==> src/rtl/serial_adder_pkg.sv <==
// Shared definitions for the bit-serial adder: FSM state encoding.
package serial_adder_pkg;

  localparam logic [1:0] IDLE = 2'd0;
  localparam logic [1:0] RUN  = 2'd1;
  localparam logic [1:0] DONE = 2'd2;

  typedef enum logic [1:0] {
    S_IDLE = IDLE,
    S_RUN  = RUN,
    S_DONE = DONE
  } state_e;

endpackage

==> src/rtl/full_adder.sv <==
// 1-bit full adder used as the single bit slice of the serial adder.
module full_adder (
  input  logic a,
  input  logic b,
  input  logic cin,
  output logic sum,
  output logic carry
);

  assign sum   = a ^ b ^ cin;
  assign carry = (a & b) | (a & cin) | (b & cin);

endmodule

==> src/rtl/serial_adder.sv <==
// Bit-serial unsigned adder: one full_adder processes one bit per clock,
// LSB first. A result of WIDTH bits takes WIDTH RUN cycles; sum and carry
// are registered and only change on entry to DONE.
module serial_adder
  import serial_adder_pkg::*;
#(
  parameter int WIDTH = 8
) (
  input  logic             clk,
  input  logic             rst_n,
  input  logic             start,
  input  logic [WIDTH-1:0] a,
  input  logic [WIDTH-1:0] b,
  input  logic             cin,
  output logic             busy,
  output logic             done,
  output logic [WIDTH-1:0] sum,
  output logic             carry
);

  // Counter must hold the value WIDTH without wrapping.
  localparam int CNT_W = $clog2(WIDTH + 1);

  state_e           r_state;
  logic [WIDTH-1:0] r_a;
  logic [WIDTH-1:0] r_b;
  logic [WIDTH-1:0] r_psum;
  logic             r_carry;
  logic [CNT_W-1:0] r_cnt;

  logic             w_fa_sum;
  logic             w_fa_carry;
  logic [WIDTH-1:0] w_psum_next;
  logic             w_last;

  // Operands are shifted right each RUN cycle, so bit 0 is always the
  // current bit.
  full_adder u_fa (
    .a     (r_a[0]),
    .b     (r_b[0]),
    .cin   (r_carry),
    .sum   (w_fa_sum),
    .carry (w_fa_carry)
  );

  // New sum bit enters at the MSB end; after WIDTH shifts bit 0 is in place.
  // Written as shift/OR so it also holds for WIDTH=1.
  assign w_psum_next = (r_psum >> 1) | (w_fa_sum ? (WIDTH'(1) << (WIDTH - 1)) : '0);
  assign w_last      = (r_cnt == CNT_W'(WIDTH - 1));

  // FSM with all datapath state and registered outputs.
  always_ff @(posedge clk or negedge rst_n) begin
    if (!rst_n) begin
      // NOTE: every register, including the operand and partial-sum
      // registers, is cleared so an abandoned operation leaves no residue.
      r_state <= S_IDLE;
      r_a     <= '0;
      r_b     <= '0;
      r_psum  <= '0;
      r_carry <= 1'b0;
      r_cnt   <= '0;
      busy    <= 1'b0;
      done    <= 1'b0;
      sum     <= '0;
      carry   <= 1'b0;
    end else begin
      // NOTE: non-blocking assignments so every register samples the
      // pre-edge values, independent of statement order.
      case (r_state)
        S_IDLE: begin
          if (start) begin
            r_a     <= a;
            r_b     <= b;
            r_carry <= cin;
            r_psum  <= '0;
            r_cnt   <= '0;
            busy    <= 1'b1;
            r_state <= S_RUN;
          end
        end

        S_RUN: begin
          r_a     <= r_a >> 1;
          r_b     <= r_b >> 1;
          r_carry <= w_fa_carry;
          r_psum  <= w_psum_next;
          r_cnt   <= r_cnt + CNT_W'(1);
          if (w_last) begin
            // Last bit is being processed on this edge, so load the
            // outputs from the next-state values.
            sum     <= w_psum_next;
            carry   <= w_fa_carry;
            done    <= 1'b1;
            r_state <= S_DONE;
          end
        end

        S_DONE: begin
          done    <= 1'b0;
          busy    <= 1'b0;
          r_state <= S_IDLE;
        end

        default: begin
          done    <= 1'b0;
          busy    <= 1'b0;
          r_state <= S_IDLE;
        end
      endcase
    end
  end

endmodule

==> config.mk <==
export PLATFORM = sky130hd
export DESIGN_NAME = serial_adder
export DESIGN_NICKNAME = d
export VERILOG_FILES = /design/src/rtl/serial_adder_pkg.sv /design/src/rtl/full_adder.sv /design/src/rtl/serial_adder.sv
export SDC_FILE = /design/constraint.sdc
export NUM_CORES = 1
export LEC_CHECK = 0
export ABC_AREA = 1
export CAP_MARGIN = 40
export CORE_MARGIN = 5
export CORE_UTILIZATION = 40
export DETAILED_ROUTE_END_ITERATION = 12
export HOLD_SLACK_MARGIN = 0.12
export PLACE_DENSITY = 0.65
export RECOVER_POWER = 50
export SLEW_MARGIN = 15
export SYNTH_ARGS = -nofsm -noshare
export SYNTH_HDL_FRONTEND = slang
export SYNTH_SLANG_ARGS = --single-unit
==> constraint.sdc <==
create_clock -name clk -period 1.5 [get_ports clk]
set_clock_uncertainty 0.05 [all_clocks]
set_input_delay 0.15 -clock clk [delete_from_list [all_inputs] [get_ports clk]]
set_output_delay 0.15 -clock clk [all_outputs]
set_load 0.05 [all_outputs]
==> results.md, run 1 <==
* Seq/Total Area, Yosys at 54.8%
* Setup CP Type: reg2reg
* Slowest CP cell: dfrtp_1
* Max_slew headroom at about two fifths
* Pre-CTS setup slack at approximately 0.13 ns
* Port Buf Inserts at 30
* Clk sink count at 41
* Leak at roughly 0.0012 uW
* Maximum vdd ir drop at between 0.8 and 0.9 mV
* Die Wd at approximately 78 um
* Distinct cells, synth at 21
* Largest cells by area after synthesis: dfrtp_1 (55%), nand2_1 (20%), nand3_1 (11%)
* Drt via density at between 4 and 5
* Die Y at between 70 and 80 um
* TritonCTS clock tree: yes
* Hold WC Path Type: in2reg
* Fill cells at 430
* Largest net degree at the start of global routing at 42
* Most instantiated cells after synthesis: nand2_1 (100), dfrtp_1 (41), nand3_1 (40)
* Final hold vios at 0
* Peak Freq at ~730 MHz
* Num CTS Buffers at 5
* Synth async-reset ratio at 100%
* Critical path data required time at around 1.6 ns
* Post-synth EDFFs at 0
* Cell Rows at 24
* Skew-Pair Late Insertion Delay at around 0.28 ns
* Fraction of layout cells with a size suffix above 1 at 12.4%
* Initial Utilization at 42.1%
* Layout area overhead at 22.9%
* Maxcap violations at 0
* Drt total wl at 3980 um
* Clk pin slew, worst setup/hold paths at 0.08 ns
* Status: finished, final reports clean
* Core area at between 0.004 and 0.005 mm^2
* Crit path max fanout at 10
* N_diodes at 0
* Top-area cell type share of the netlist area at roughly 55%
* Count leader, synth: nand2_1
* Die area at around 0.0061 mm^2
* Hold_ws at between 0.3 and 0.4 ns
* Warnings from Yosys at 0
* H-Tree Depth at 2
* Area leader, netlist: dfrtp_1
* Cells after Synth at 223
* Delay-heaviest family, CP: simple AND/OR/NAND/NOR gates
* RSZ-0062 raised after global routing: no
* Post CTS Setup Buffer Count at 0
* Crit end category: flip-flop
* First-pass GRT wire length at a little under 7000 um
* Cell area power density at about 2200 mW/mm^2
* WP buf/inv at 0
* DRT iter0 DRCs at between 70 and 80
* Setup violators final at 0
* Post-synthesis register bit count at roughly 40
* GP Congestion at slightly below 0.8
* CTS max path bufs at 2
* WP data arrival at around 1.5 ns
* Vias in the first global route at 1498
* Net count reported at finish at between 200 and 300
* Final min period at approximately 1.4 ns
* Period utilisation layout at between 90% and 100%
* DRT antenna net count at 0
* Ys flop type: dfrtp_1
* Mapped Area at about 0.0019 mm^2
* DRT Pass-1 Iters at 5
* Sum Neg Setup Slack at 0 ns
* # resized after CTS at 0
* Root Driver: clkbuf_8
* Final worst slack at roughly 0.13 ns
* Overall global routing resource usage at 14.0%
* Crit start category: flip-flop
* # DRC at 0
* IO Count at 31
* GR Overflow Total at 0
* Syn Area/Cell at 8.39 um^2
* Via count at about 1500
* Critical Path, Cell by Cell: ha_1 > nand2_1 > nor2_1 > nand2_2 > nand2_1 > nand2_1
* Pins over their slew limit at 0
* Worst-margin pin slew at just over 0.9 ns
* Drt wl/cell at about 13 um
* CTS Hold Bufs at 1
* Most frequent CP cell: nand2_1
* HPWL after detailed placement at about 2600 um
* Antenna violations before repair at 0
* Post-synth net total at around 250
* Worst path max stage delay at 0.42 ns
[report_power, final]
group	leakage (uW)	internal, uW	switching, uW
Combinational	0.000626	773	1520
Clock	0.0000542	416	367
Sequential	0.000518	1590	323
[registers in the layout, summed over array words and instances (netlist names)]
register and cells:
r_state 2, done 1, carry 1, r_a 8
r_carry 1, busy 1, r_psum 7, sum 8
r_b 8, r_cnt 4
[final timing paths]
| kind | end | startpoint | slack (ns) | cells past startpoint |
|---|---|---|---|---|
| min in group asynchronous | r_cnt[3]$_DFFE_PN0P_ | rst_n | 0.57 | 3 |
| setup / recovery | sum[4]$_DFFE_PN0P_ | r_cnt[0]$_DFFE_PN0P_ | 0.13 | 6 |
| hold / removal | r_a[7]$_DFFE_PN0P_ | a[7] | 0.35 | 3 |
| hold reg to reg | sum[5]$_DFFE_PN0P_ | r_psum[6]$_DFFE_PN0P_ | 0.43 | 2 |
| max in group asynchronous | r_a[7]$_DFFE_PN0P_ | rst_n | 0.26 | 3 |
| setup reg to reg | sum[4]$_DFFE_PN0P_ | r_cnt[0]$_DFFE_PN0P_ | 0.13 | 6 |
[routing by layer]
layer  track usage, %  wire length (um)
met2             21.0              1840
met1             19.1              1910
met3             3.32               163
met5                0                 0
met4             6.82                63
[cell families after synthesis]
| kind of cell | Yosys count | share of synthesized area, % |
|---|---|---|
| AND/OR/NAND/NOR | 150 | 34.7 |
| AO/OA/AOI/OAI | 9 | 2.74 |
| flip-flops | 41 | 54.8 |
| buffers and inverters | 21 | 5.95 |
| adder cells (fa/ha/maj) | 2 | 1.74 |
[layout make-up]
type,count,area (um^2),area share (%)
clock buffers,7,96.3,4.19
clock inverters,1,5.00,0.218
inverters,10,40.0,1.74
multi-input cells,161,733,31.9
flip-flops and latches,41,1030,44.6
well taps,52,65.1,2.83
repair buffers,39,333,14.5
[stage by stage]
step / std cells / power [uW] / cell area (um^2) / utilization (%)
floorplan: 223 / 3640 / 1870 / -
global placement: 302 / 4220 / 2200 / 49.6
detailed placement: 302 / 4270 / 2200 / 49.6
CTS: 311 / 5080 / 2320 / 52.1
global route: 311 / 5410 / 2300 / 51.7
finish: 311 / 4990 / 2300 / 51.7
[placed cells by master (no fill, tap or decap), types with 5 or more instances in the layout]
cell,Yosys,routed
buf_4,4,13
clkbuf_8,0,7
clkdlybuf4s50_1,0,18
dfrtp_1,41,41
inv_1,8,8
nand2_1,100,100
nand3_1,40,40
o22ai_1,5,5
[worst reg2reg max path: cells and delay by family (launching register included)]
| kind | cells | cell delay (ns) |
|---|---|---|
| adders and majority gates | 1 | 0.21 |
| DFF | 1 | 0.42 |
| and+or+nand+nor | 5 | 0.58 |
No activity file was read; power rests on OpenSTA's default activity.
==> run 2: changes to the inputs <==
Settings changed: CTS_CLUSTER_SIZE set to 12, PLACE_DENSITY 0.65 to 0.61.
==> run 2 against run 1 <==
Effect of this change:
- worst hold slack got worse by 0.0073 ns
- global-route usage decreased by 0.28 points
- sequential power barely moved
- cell count down 0.32%
- wire length fell by 0.68%
==> results.md, run 2 (same netlist as run 1, synthesis figures left out) <==
* Sw frac at 44.3% (about the same)
* Num CTS Buffers at 5 (unchanged)
* Tot Pwr at 4980 uW (was 4990 uW)
* DRT iter0 DRCs at 111 (was 78)
* Layout area overhead at 22.5% (was 22.9%)
* Die Y at 78.4 um (unchanged)
* Setup violators final at 0 (unchanged)
* Clk network pwr share at 15.9% (was 15.7%)
* Placed cell count at 301 (was 302)
* WP data arrival at 1.46 ns (was 1.50 ns)
* Via count at 1530 (was 1517)
* Port Buf Inserts at 30 (unchanged)
* GR Overflow Total at 0 (unchanged)
* Register area at 0.00103 mm^2 (unchanged)
* RSZ-0062 raised after global routing: no (unchanged)
* Crit start category: flip-flop (unchanged)
* Setup CP Type: reg2reg (unchanged)
* Cell Rows at 24 (unchanged)
* CTS max path bufs at 2 (unchanged)
* Final worst slack at 0.173 ns (was 0.135 ns)
* # resized after CTS at 0 (unchanged)
* Clk sink count at 41 (unchanged)
* Die area at 0.00614 mm^2 (unchanged)
* HPWL after detailed placement at 2590 um (was 2650 um)
* Most frequent cells in the layout: nand2_1 (100), dfrtp_1 (41), nand3_1 (40) (unchanged)
* Fraction of layout cells with a size suffix above 1 at 12.8% (was 12.4%)
* Hold_ws at 0.340 ns (was 0.347 ns)
* Initial Utilization at 42.1% (unchanged)
* Combinational share of power at 45.9% (was 46.0%)
* Crit end category: flip-flop (unchanged)
* Worst-margin pin slew at 0.911 ns (was 0.917 ns)
* TritonCTS clock tree: yes (unchanged)
* Max_slew headroom at 39.3% (was 38.8%)
* Clk pin slew, worst setup/hold paths at 0.08 ns (about the same)
* Leak at 0.00120 uW (about the same)
* Period utilisation layout at 88.4% (was 91.0%)
* IO Count at 31 (unchanged)
* Most common cell after layout, fill and taps aside: nand2_1 (unchanged)
* Largest registers: r_a x8, r_b x8, sum x8 (unchanged)
* Critical path data required time at 1.63 ns (about the same)
* Switching power at 2210 uW (about the same)
* Status: finished, final reports clean (unchanged)
* CTS Hold Bufs at 1 (unchanged)
* Drt wl/cell at 12.8 um (about the same)
* Sum Neg Setup Slack at 0 ns (unchanged)
* Pins over their slew limit at 0 (unchanged)
* Skew-Pair Late Insertion Delay at 0.29 ns (was 0.28 ns)
* Crit path max fanout at 10 (unchanged)
* Cell area power density at 2170 mW/mm^2 (about the same)
* First-pass GRT wire length at 6780 um (was 6800 um)
* # DRC at 0 (unchanged)
* Die Wd at 78.4 um (unchanged)
* Drt total wl at 3960 um (was 3980 um)
* Largest net degree at the start of global routing at 42 (unchanged)
* Final min period at 1.33 ns (was 1.37 ns)
* Vias in the first global route at 1473 (was 1498)
* N_diodes at 0 (unchanged)
* Antenna violations before repair at 0 (unchanged)
* Maxcap violations at 0 (unchanged)
* DRT antenna net count at 0 (unchanged)
* Net count reported at finish at 279 (was 280)
* DRT Pass-1 Iters at 4 (was 5)
* Final hold vios at 0 (unchanged)
* Layout Cells excl Fill at 310 (was 311)
* Cell Int Power at 2770 uW (was 2780 uW)
* Post CTS Setup Buffer Count at 0 (unchanged)
* Fill cells at 452 (was 430)
* Area of the multi-input gates at 733 um^2 (unchanged)
* Drt via density at 4.94 (was 4.88)
* Peak Freq at 754 MHz (was 732 MHz)
* GP Congestion at 0.747 (was 0.779)
* H-Tree Depth at 2 (unchanged)
* Hold WC Path Type: in2reg (unchanged)
* Overall global routing resource usage at 13.7% (was 14.0%)
* Pre-CTS setup slack at 0.132 ns (was 0.131 ns)
* Flop pwr share at 38.2% (was 38.3%)
* Maximum vdd ir drop at 0.813 mV (was 0.882 mV)
* Root Driver: clkbuf_8 (unchanged)
* Core area at 0.00444 mm^2 (unchanged)
[run 2: cell count changes in the layout (fill, tap and decap cells not counted)]
cell / delta
clkbuf_1: -1
buf_4: -2
clkbuf_2: +3
buf_1: -1
[run 2: power by group through the flow]
stage | Sequential, uW | Combinational, uW | Clock [uW]
finish | 1900 | 2290 | 791
global route | 1960 | 2550 | 867
CTS | 1900 | 2370 | 817
detailed placement | 1920 | 2350 | 0
global placement | 1910 | 2330 | 0
floorplan | 2330 | 1310 | 0
[run 2: area by class of cell]
cell class | instances | area share (%)
Sequential cell | 41 | 44.8
Multi-Input combinational cell | 161 | 32.0
Timing Repair Buffer | 38 | 14.2
Clock buffer | 7 | 4.21
Tap cell | 52 | 2.84
Inverter | 10 | 1.75
Clock inverter | 1 | 0.218
[run 2: routing by layer]
| layer | wire length (um) | vias up | track usage [%] | part of all wire (%) |
|---|---|---|---|---|
| met2 | 1910 | 28 | 22.2 | 48 |
| met4 | 54 | 0 | 5.77 | 1.4 |
| met1 | 1850 | 717 | 18.0 | 47 |
| met3 | 138 | 5 | 2.75 | 3.5 |
| met5 | 0 | - | 0 | 0 |
| li1 | - | 780 | - | - |
[run 2: final timing paths]
| path | from | to | slack [ns] | depth (start not counted) |
|---|---|---|---|---|
| setup / recovery | r_cnt[0]$_DFFE_PN0P_ | carry$_DFFE_PN0P_ | 0.17 | 6 |
| setup reg to reg | r_cnt[0]$_DFFE_PN0P_ | carry$_DFFE_PN0P_ | 0.17 | 6 |
| hold / removal | b[7] | r_b[7]$_DFFE_PN0P_ | 0.34 | 3 |
| max in group asynchronous | rst_n | done$_DFFE_PN0P_ | 0.27 | 3 |
| min in group asynchronous | rst_n | r_psum[3]$_DFFE_PN0P_ | 0.55 | 3 |
| hold reg to reg | r_psum[3]$_DFFE_PN0P_ | sum[2]$_DFFE_PN0P_ | 0.41 | 2 |
[run 2: critical path, cell delays in order (launching register included)]
cell and delay, ns:
dfrtp_1 0.41, ha_1 0.20, nand2_1 0.07, nor2_1 0.17, nand2_2 0.17, nand2_1 0.10, nand2_1 0.05
[run 2: per-stage QoR]
stage / area [um^2] / utilization, %
finish: 2290 / 51.5
CTS: 2320 / 52.2
global route: 2290 / 51.5
detailed placement: 2210 / 49.7
floorplan: 1870 / -
global placement: 2210 / 49.7
==> run 3: changes to the inputs <==
Settings changed: RECOVER_POWER 50 to 100.
==> run 3 against run 2 <==
Effect of this change:
- wire length is 0.43% lower
- global-route usage stayed put
- worst hold slack better by 0.0020 ns
- largest cell class unchanged
- fmax fell by 1.1%
- critical path depth down 1
==> results.md, run 3 (same netlist as run 1, synthesis figures left out) <==
* Status: finished, final reports clean (unchanged)
* CTS max path bufs at 2 (unchanged)
* Layout area overhead at 21.3% (was 22.5%)
* Setup violators final at 0 (unchanged)
* Die Y at 78.4 um (unchanged)
* Final min period at 1.34 ns (was 1.33 ns)
* Fraction of layout cells with a size suffix above 1 at 12.4% (was 12.8%)
* Hold_ws at 0.342 ns (was 0.340 ns)
* Port Buf Inserts at 30 (unchanged)
* # resized after CTS at 0 (unchanged)
* Slowest CP cell: dfrtp_1 (unchanged)
* Critical Path, Cell by Cell: inv_4 > nand2_8 > nor2_2 > nand2_1 > nand2_1 (was ha_1 > nand2_1 > nor2_1 > nand2_2 > nand2_1 > nand2_1)
* Core area at 0.00444 mm^2 (unchanged)
* R2r startpoint: r_state[1]$_DFFE_PN0P_ (was r_cnt[0]$_DFFE_PN0P_)
* Drt via density at 4.91 (was 4.94)
* GP Congestion at 0.747 (unchanged)
* Root Driver: clkbuf_8 (unchanged)
* Final hold vios at 0 (unchanged)
* # DRC at 0 (unchanged)
* Clk pin slew, worst setup/hold paths at 0.08 ns (about the same)
* Antenna violations before repair at 0 (unchanged)
* Peak Freq at 745 MHz (was 754 MHz)
* Cell area power density at 2160 mW/mm^2 (was 2170 mW/mm^2)
* Largest net degree at the start of global routing at 42 (unchanged)
* Die Wd at 78.4 um (unchanged)
* Maxcap violations at 0 (unchanged)
* Drt total wl at 3940 um (was 3960 um)
* Critical path data required time at 1.68 ns (was 1.63 ns)
* Period utilisation layout at 89.5% (was 88.4%)
* WP data arrival at 1.53 ns (was 1.46 ns)
* Crit start category: flip-flop (unchanged)
* Maximum vdd ir drop at 0.805 mV (was 0.813 mV)
* Crit path max fanout at 30 (was 10)
* Sum Neg Setup Slack at 0 ns (unchanged)
* Skew-Pair Late Insertion Delay at 0.29 ns (about the same)
* Most frequent CP cell: nand2_1 (unchanged)
* GR Overflow Total at 0 (unchanged)
* IO Count at 31 (unchanged)
* Hold WC Path Type: in2reg (unchanged)
* Setup CP Type: reg2reg (unchanged)
* RSZ-0062 raised after global routing: no (unchanged)
* Max_slew headroom at 39.5% (was 39.3%)
* DRT iter0 DRCs at 110 (was 111)
* Most frequent cells in the layout: nand2_1 (101), dfrtp_1 (41), nand3_1 (40) (was nand2_1 (100), dfrtp_1 (41), nand3_1 (40))
* HPWL after detailed placement at 2590 um (unchanged)
* Clk sink count at 41 (unchanged)
* First-pass GRT wire length at 6780 um (unchanged)
* H-Tree Depth at 2 (unchanged)
* Crit. Startpoint: r_state[1]$_DFFE_PN0P_ (was r_cnt[0]$_DFFE_PN0P_)
* Post CTS Setup Buffer Count at 0 (unchanged)
* Cell Rows at 24 (unchanged)
* DRT Pass-1 Iters at 4 (unchanged)
* Via count at 1523 (was 1530)
* Delay-heaviest family, CP: simple AND/OR/NAND/NOR gates (unchanged)
* Most common cell after layout, fill and taps aside: nand2_1 (unchanged)
* Leak at 0.00119 uW (was 0.00120 uW)
* Pins over their slew limit at 0 (unchanged)
* TritonCTS clock tree: yes (unchanged)
* Worst path max stage delay at 0.40 ns (was 0.41 ns)
* Min-delay src: b[7] (unchanged)
* Die area at 0.00614 mm^2 (unchanged)
* CTS Hold Bufs at 1 (unchanged)
* Crit end category: flip-flop (unchanged)
* Initial Utilization at 42.1% (unchanged)
* N_diodes at 0 (unchanged)
* Drt wl/cell at 12.7 um (was 12.8 um)
* DRT antenna net count at 0 (unchanged)
* WP buf/inv at 1 (was 0)
* Num CTS Buffers at 5 (unchanged)
* Worst-margin pin slew at 0.907 ns (was 0.911 ns)
* Largest registers: r_a x8, r_b x8, sum x8 (unchanged)
* Overall global routing resource usage at 13.7% (unchanged)
* Vias in the first global route at 1473 (unchanged)
* Net count reported at finish at 279 (unchanged)
## run 3: layer usage
layer	track usage, %	wire, um
met3	2.75	171
met4	5.77	54
met2	22.2	1880
met5	0	0
met1	18.0	1830
## run 3: final cells by class
class / count / area [um^2]
inverter: 10 / 40.0
multi-input combinational: 161 / 726
clock buffer: 7 / 96.3
tap: 52 / 65.1
timing repair buffer: 38 / 310
clock inverter: 1 / 5.00
fill: 455 / 2180
sequential: 41 / 1030
## run 3: report_power, final
group	switching (uW)	internal (uW)
sequential	309	1590
clock	373	416
combinational	1510	711
total	2190	2720
## run 3: through the flow
step           area [um^2]  instances  power (uW)  utilization [%]  setup WS (ns)
2_1_floorplan         1870        223        3640                -          0.315
3_5_place_dp          2210        301        4270             49.7          0.132
6_report              2270        310        4900             51.0          0.158
3_3_place_gp          2210        301        4240             49.7          0.112
5_1_grt               2270        310        5310             51.0         0.0437
4_1_cts               2320        310        5080             52.2          0.154
## run 3: worst paths after layout
kind                                          to  slack (ns)  cells after the start
min reg2reg                   sum[2]$_DFFE_PN0P_        0.41                      2
min                           r_b[7]$_DFFE_PN0P_        0.34                      3
max in group asynchronous       done$_DFFE_PN0P_        0.28                      3
min in group asynchronous  r_psum[3]$_DFFE_PN0P_        0.55                      3
max reg2reg                   sum[6]$_DFFE_PN0P_        0.16                      5
max                           sum[6]$_DFFE_PN0P_        0.16                      5
## run 3: tightest hold or removal path: cells and delay by family
kind                   cells  cell delay [ns]
AND/OR/NAND/NOR            2             0.10
buffers and inverters      1             0.39
==> RTL change 1 (config.mk and constraints of run 3) <==
Add an input register stage for `start`, `a`, `b` and `cin`; this delays them by one clock.
--- a/src/rtl/serial_adder.sv
+++ b/src/rtl/serial_adder.sv
@@ -20,6 +20,18 @@
 
   // Counter must hold the value WIDTH without wrapping.
   localparam int CNT_W = $clog2(WIDTH + 1);
+
+  logic start_q;
+  logic [WIDTH-1:0] a_q;
+  logic [WIDTH-1:0] b_q;
+  logic cin_q;
+
+  always_ff @(posedge clk) begin
+    start_q <= start;
+    a_q     <= a;
+    b_q     <= b;
+    cin_q   <= cin;
+  end
 
   state_e           r_state;
   logic [WIDTH-1:0] r_a;
@@ -68,10 +80,10 @@
       // pre-edge values, independent of statement order.
       case (r_state)
         S_IDLE: begin
-          if (start) begin
-            r_a     <= a;
-            r_b     <= b;
-            r_carry <= cin;
+          if (start_q) begin
+            r_a     <= a_q;
+            r_b     <= b_q;
+            r_carry <= cin_q;
             r_psum  <= '0;
             r_cnt   <= '0;
             busy    <= 1'b1;
Formal check against the unedited RTL: not equivalent (a bounded check fails within 4 cycles, from zero or initial values and one cycle with rst_n low).
==> RTL change 1 against run 3 <==
Total power is 15% higher; sequential cell count rose by 18; synthesized area grew 13%; worst setup slack lost 0.0059 ns; cell count grew 6.1%; routed wire length shrank 2.1%; largest cell class unchanged; design area increased by 18%; maximum frequency is 0.44% lower; combinational power shrank 20%; synthesized cell count decreased by 3.1%; hold slack worse by 0.036 ns; highest routed layer unchanged.
==> RTL change 1: results (changes against run 3) <==
Clocking:
- The clock net sink count came to 59 (was 41).
- The number of clock buffers inserted by TritonCTS is 9 (was 5).
- The number of H-tree branching levels is 3 (was 2).
- The clock transition at the registers of the reported paths was 0.06 ns (was 0.08 ns).

Finish:
- The fraction of cell area in non-clock buffers is 12.41% (was 13.68%).
- The area used by multi-input combinational logic is 639.4 sq um (was 725.7 sq um).
- The share of the final layout cell area in sequential cells is 51.70% (was 45.23%).
- The final layout net count was 276 (was 279).
- The relative area of clock buffers and inverters in the final design is 7.933% (was 4.468%).
- The number of multi-input combinational cells is 140 (was 161).
- The number of signal-net inverters in the final layout came to 6 (was 10).
- The final-layout fill cell count is 507 (was 455).

Power and ir drop:
- The proportion of total power due to net switching is 37.21% (was 44.63%).
- The combinational logic power is 1.77 mW (was 2.22 mW).
- The leakage power of the design is 1.327 nW (was 1.195 nW).
- The worst vdd rail ir drop is 0.9118 mV (was 0.8054 mV).

Worst setup path:
- The count of cells along the worst register-to-register path is 6 (was 5).
- The biggest fanout along the worst timing path came to 10 (was 30).

Routing:
- The total number of vias is 1545 (was 1523).
- The detailed-route vias per instance is 4.696 (was 4.913).

Synth:
- The number of nets produced by synthesis is 238 (was 245).
- The gate count after technology mapping is 216 (was 223).
- Commonest cells in the synthesized netlist: sky130_fd_sc_hd__nand2_1 (75), sky130_fd_sc_hd__nand3_1 (52), sky130_fd_sc_hd__dfrtp_1 (41) (was sky130_fd_sc_hd__nand2_1 (100), sky130_fd_sc_hd__dfrtp_1 (41), sky130_fd_sc_hd__nand3_1 (40)).
- The async set-or-reset flop fraction in the synthesized netlist is 69.49% (was 100.0%).
- The number of distinct library cell variants in the gate-level netlist after synthesis is 17 (was 21).
- Top post-synthesis cells by area: sky130_fd_sc_hd__dfrtp_1 (48%), sky130_fd_sc_hd__dfxtp_1 (17%), sky130_fd_sc_hd__nand2_1 (13%) (was sky130_fd_sc_hd__dfrtp_1 (55%), sky130_fd_sc_hd__nand2_1 (20%), sky130_fd_sc_hd__nand3_1 (11%)).

Min path:
- The hold-critical path endpoint was cin_q (was r_b[7]).
- The number of cells traversed by the worst hold path is 1 (was 3).
- The start point of the worst hold path is cin (was b[7]).

Global routing:
- The overall track demand over capacity in global routing was 11.95% (was 13.73%).
- The global-route wire length before repair is 6410 microns (was 6775 microns).
- The number of global-route vias before repair was 1436 (was 1473).

Timing:
- The relative slew slack is 30.98% (was 39.52%).

Placement:
- The post-DP HPWL came to 2491 microns (was 2592 microns).
- The final estimated routing congestion in global placement is 0.7561 (was 0.7467).

Status:
- Result of the run: finished, final reports clean (unchanged).
-- RTL change 1: changes by cell type after synthesis, moves of 2 or more --
| cell | before | now |
|---|---|---|
| sky130_fd_sc_hd__o22ai_1 | 5 | 0 |
| sky130_fd_sc_hd__inv_1 | 8 | 4 |
| sky130_fd_sc_hd__dfxtp_1 | 0 | 18 |
| sky130_fd_sc_hd__o21ai_1 | 2 | 0 |
| sky130_fd_sc_hd__nand3_1 | 40 | 52 |
| sky130_fd_sc_hd__nand2_1 | 100 | 75 |
| sky130_fd_sc_hd__o21ai_0 | 1 | 4 |
| sky130_fd_sc_hd__nand2_2 | 3 | 0 |
-- RTL change 1: kinds of logic (layout without fill, tap and decap cells) --
group	after synthesis	after routing	share of synthesized area (%)
buffers and inverters	17	60	4.248
AO/OA/AOI/OAI	5	5	1.180
XOR/XNOR	1	1	0.4131
AND/OR/NAND/NOR	132	132	27.26
flip-flops	59	59	65.37
adder cells (fa/ha/maj)	2	2	1.534
-- RTL change 1: worst max path at each step --
stage               slack, ns  endpoint
finish                   0.15     carry
global route             0.05    r_a[6]
CTS                      0.07    sum[3]
detailed placement       0.09    sum[3]
global placement         0.13    sum[2]
floorplan                0.30    sum[0]
-- RTL change 1: through the flow --
stage                     utilization [%]  hold WS [ns]  area (sq um)  power, mW  setup WS, ns
after global placement              48.86       0.07575          2511      4.287        0.1304
after detailed placement            48.86       0.06804          2511      4.325       0.08663
final                               52.17        0.3060          2681      5.636        0.1519
after floorplan                         -       -0.1956          2121      3.726        0.2960
after global routing                52.17        0.2795          2681      6.020       0.05048
after CTS                           53.19        0.1876          2734      5.849       0.07176
-- RTL change 1: layer usage --
layer	GRT usage, %	wire (microns)	vias to the layer above
li1	-	-	773
met1	14.80	1855	723
met2	17.20	1642	40
met3	5.149	273	9
met4	7.132	85	0
met5	0	0	-
==> RTL change 2 (config.mk and constraints of run 3) <==
Made on the original files. Set the parameter `WIDTH` to 4 (it was 8).
--- a/src/rtl/serial_adder.sv
+++ b/src/rtl/serial_adder.sv
@@ -4,7 +4,7 @@
 module serial_adder
   import serial_adder_pkg::*;
 #(
-  parameter int WIDTH = 8
+  parameter int WIDTH = 4
 ) (
   input  logic             clk,
   input  logic             rst_n,
Ports: changed (resized a, b and sum); port bits go from 31 to 19. No check against the original RTL was run, so the function may have changed too.
==> RTL change 2 against run 3 <==
Total power shrank 42%; design area shrank 42%; critical path depth grew 3; maximum frequency grew 2.1%; worst setup slack gained 0.027 ns; routed wire length shrank 44%; sequential cell count shrank 17; synthesized area shrank 39%.
==> RTL change 2: results (changes against run 3) <==
Placement:
- The post-DP HPWL is 1512 microns (was 2592 microns).
- The count of buffers inserted at the top-level ports is 18 (was 30).
- The area after detailed placement came to 1324 sq um (was 2210 sq um).
- The worst setup timing slack at the placement stage was 0.1258 ns (was 0.1323 ns).
- The number of instances in the placed design is 174 (was 301).

Synth:
- The share of the synthesized area in compound gates (AO/OA/AOI/OAI) is 6.536% (was 2.742%).
- The adder and majority cell fraction of the synthesized area was 3.922% (was 1.739%).
- Top post-synthesis cells by area: sky130_fd_sc_hd__dfrtp_1 (52%), sky130_fd_sc_hd__nand2_1 (9.8%), sky130_fd_sc_hd__nand3_1 (9.6%) (was sky130_fd_sc_hd__dfrtp_1 (55%), sky130_fd_sc_hd__nand2_1 (20%), sky130_fd_sc_hd__nand3_1 (11%)).
- The share of the yosys chip area belonging to registers came to 52.29% (was 54.85%).
- The proportion of netlist area held by the largest area contributor is 52.29% (was 54.85%).
- The gate count after technology mapping is 127 (was 223).

Clocking:
- The number of H-tree branching levels came to 1 (was 2).
- The clock transition at the registers of the reported paths was 0.12 ns (was 0.08 ns).
- The clock latency on the worst-skew pair came to 0.31 ns (was 0.29 ns).
- The clock root buffer master is sky130_fd_sc_hd__clkbuf_4 (was sky130_fd_sc_hd__clkbuf_8).
- The number of clock buffers inserted by TritonCTS is 3 (was 5).

Worst setup path:
- The biggest fanout along the worst timing path is 10 (was 30).
- The count of cells along the worst register-to-register path is 8 (was 5).
- The capturing point of the worst reg2reg path is sum[3] (was sum[6]).
- The slack of the worst reg-to-reg path is 0.18 ns (was 0.16 ns).
- The worst path arrival time came to 1.49 ns (was 1.53 ns).

Global routing:
- The overall track demand over capacity in global routing came to 12.42% (was 13.73%).
- The global-route wire length before repair is 4071 microns (was 6775 microns).
- The number of global-route vias before repair is 936 (was 1473).
- The initial antenna violation count is 0 (unchanged).
- The maximum number of pins on one net before global-route repair is 25 (was 42).

Timing:
- The measured slew at the worst slew-check pin is 0.5919 ns (was 0.9072 ns).
- The worst hold slack is 0.3011 ns (was 0.3422 ns).
- The clock period minus worst slack came to 1.315 ns (was 1.342 ns).

Power and ir drop:
- The proportion of total power due to net switching is 47.73% (was 44.63%).

Status:
- Result of the run: finished, final reports clean (unchanged).

Routing:
- The detailed-route vias per instance was 4.864 (was 4.913).
- The routed wire length is 2190 microns (was 3938 microns).
- The iteration-0 DRC count of the detailed router is 39 (was 110).

Finish:
- The final-layout fill cell count is 293 (was 455).
- Leading registers by flop count: r_a (4), r_b (4), sum (4) (was r_a (8), r_b (8), sum (8)).
- The share of layout cells above drive strength 1 is 14.38% (was 12.40%).
- The final layout net count is 163 (was 279).
- The area used by sequential logic in the layout is 600.6 sq um (was 1026 sq um).

Min path:
- The kind of path behind the tightest hold check is in2async (was in2reg).
[RTL change 2: kinds of logic (layout without fill, tap and decap cells)]
group | count (synthesis) | in the layout
DFF | 24 | 24
AOI/OAI and AO/OA | 12 | 12
and+or+nand+nor | 63 | 63
buffers and inverters | 25 | 44
adders and majority gates | 3 | 3
[RTL change 2: worst max-delay path, delay by kind of cell (launching register included)]
family                     cells  cell delay (ns)
DFF                            1             0.42
adders and majority gates      2             0.37
and+or+nand+nor                4             0.26
buffers and inverters          2             0.12
[RTL change 2: power groups by stage]
| stage | registers [mW] | logic, mW | clock network, mW |
|---|---|---|---|
| after floorplan | 1.39 | 0.972 | 0 |
| after global placement | 1.11 | 1.58 | 0 |
| after detailed placement | 1.12 | 1.59 | 0 |
| after CTS | 1.11 | 1.60 | 0.289 |
| after global routing | 1.15 | 1.66 | 0.313 |
| final | 1.10 | 1.47 | 0.279 |
[RTL change 2: how the worst max path moves through the flow]
stage / depth (start not counted) / end / start / slack (ns)
finish: 8 / sum[3] / r_cnt[0] / 0.18
detailed placement: 8 / sum[3] / r_cnt[0] / 0.13
CTS: 8 / sum[3] / r_cnt[0] / 0.10
global placement: 8 / sum[3] / r_cnt[0] / 0.16
global route: 8 / sum[3] / r_cnt[0] / 0.05
floorplan: 8 / sum[3] / r_cnt[0] / 0.20
[RTL change 2: metal layers]
metal	track usage, %	wire (microns)	vias up
met5	0	0	-
met4	5.974	28	0
met3	2.664	78	4
met2	20.69	1036	15
met1	15.05	1046	405
li1	-	-	437
[RTL change 2: area by class of cell]
class / count / share of cell area [%]
clock buffer: 3 / 1.713
inverter: 20 / 5.709
multi-input combinational: 78 / 31.40
sequential: 24 / 45.67
tap: 31 / 2.950
timing repair buffer: 21 / 12.56
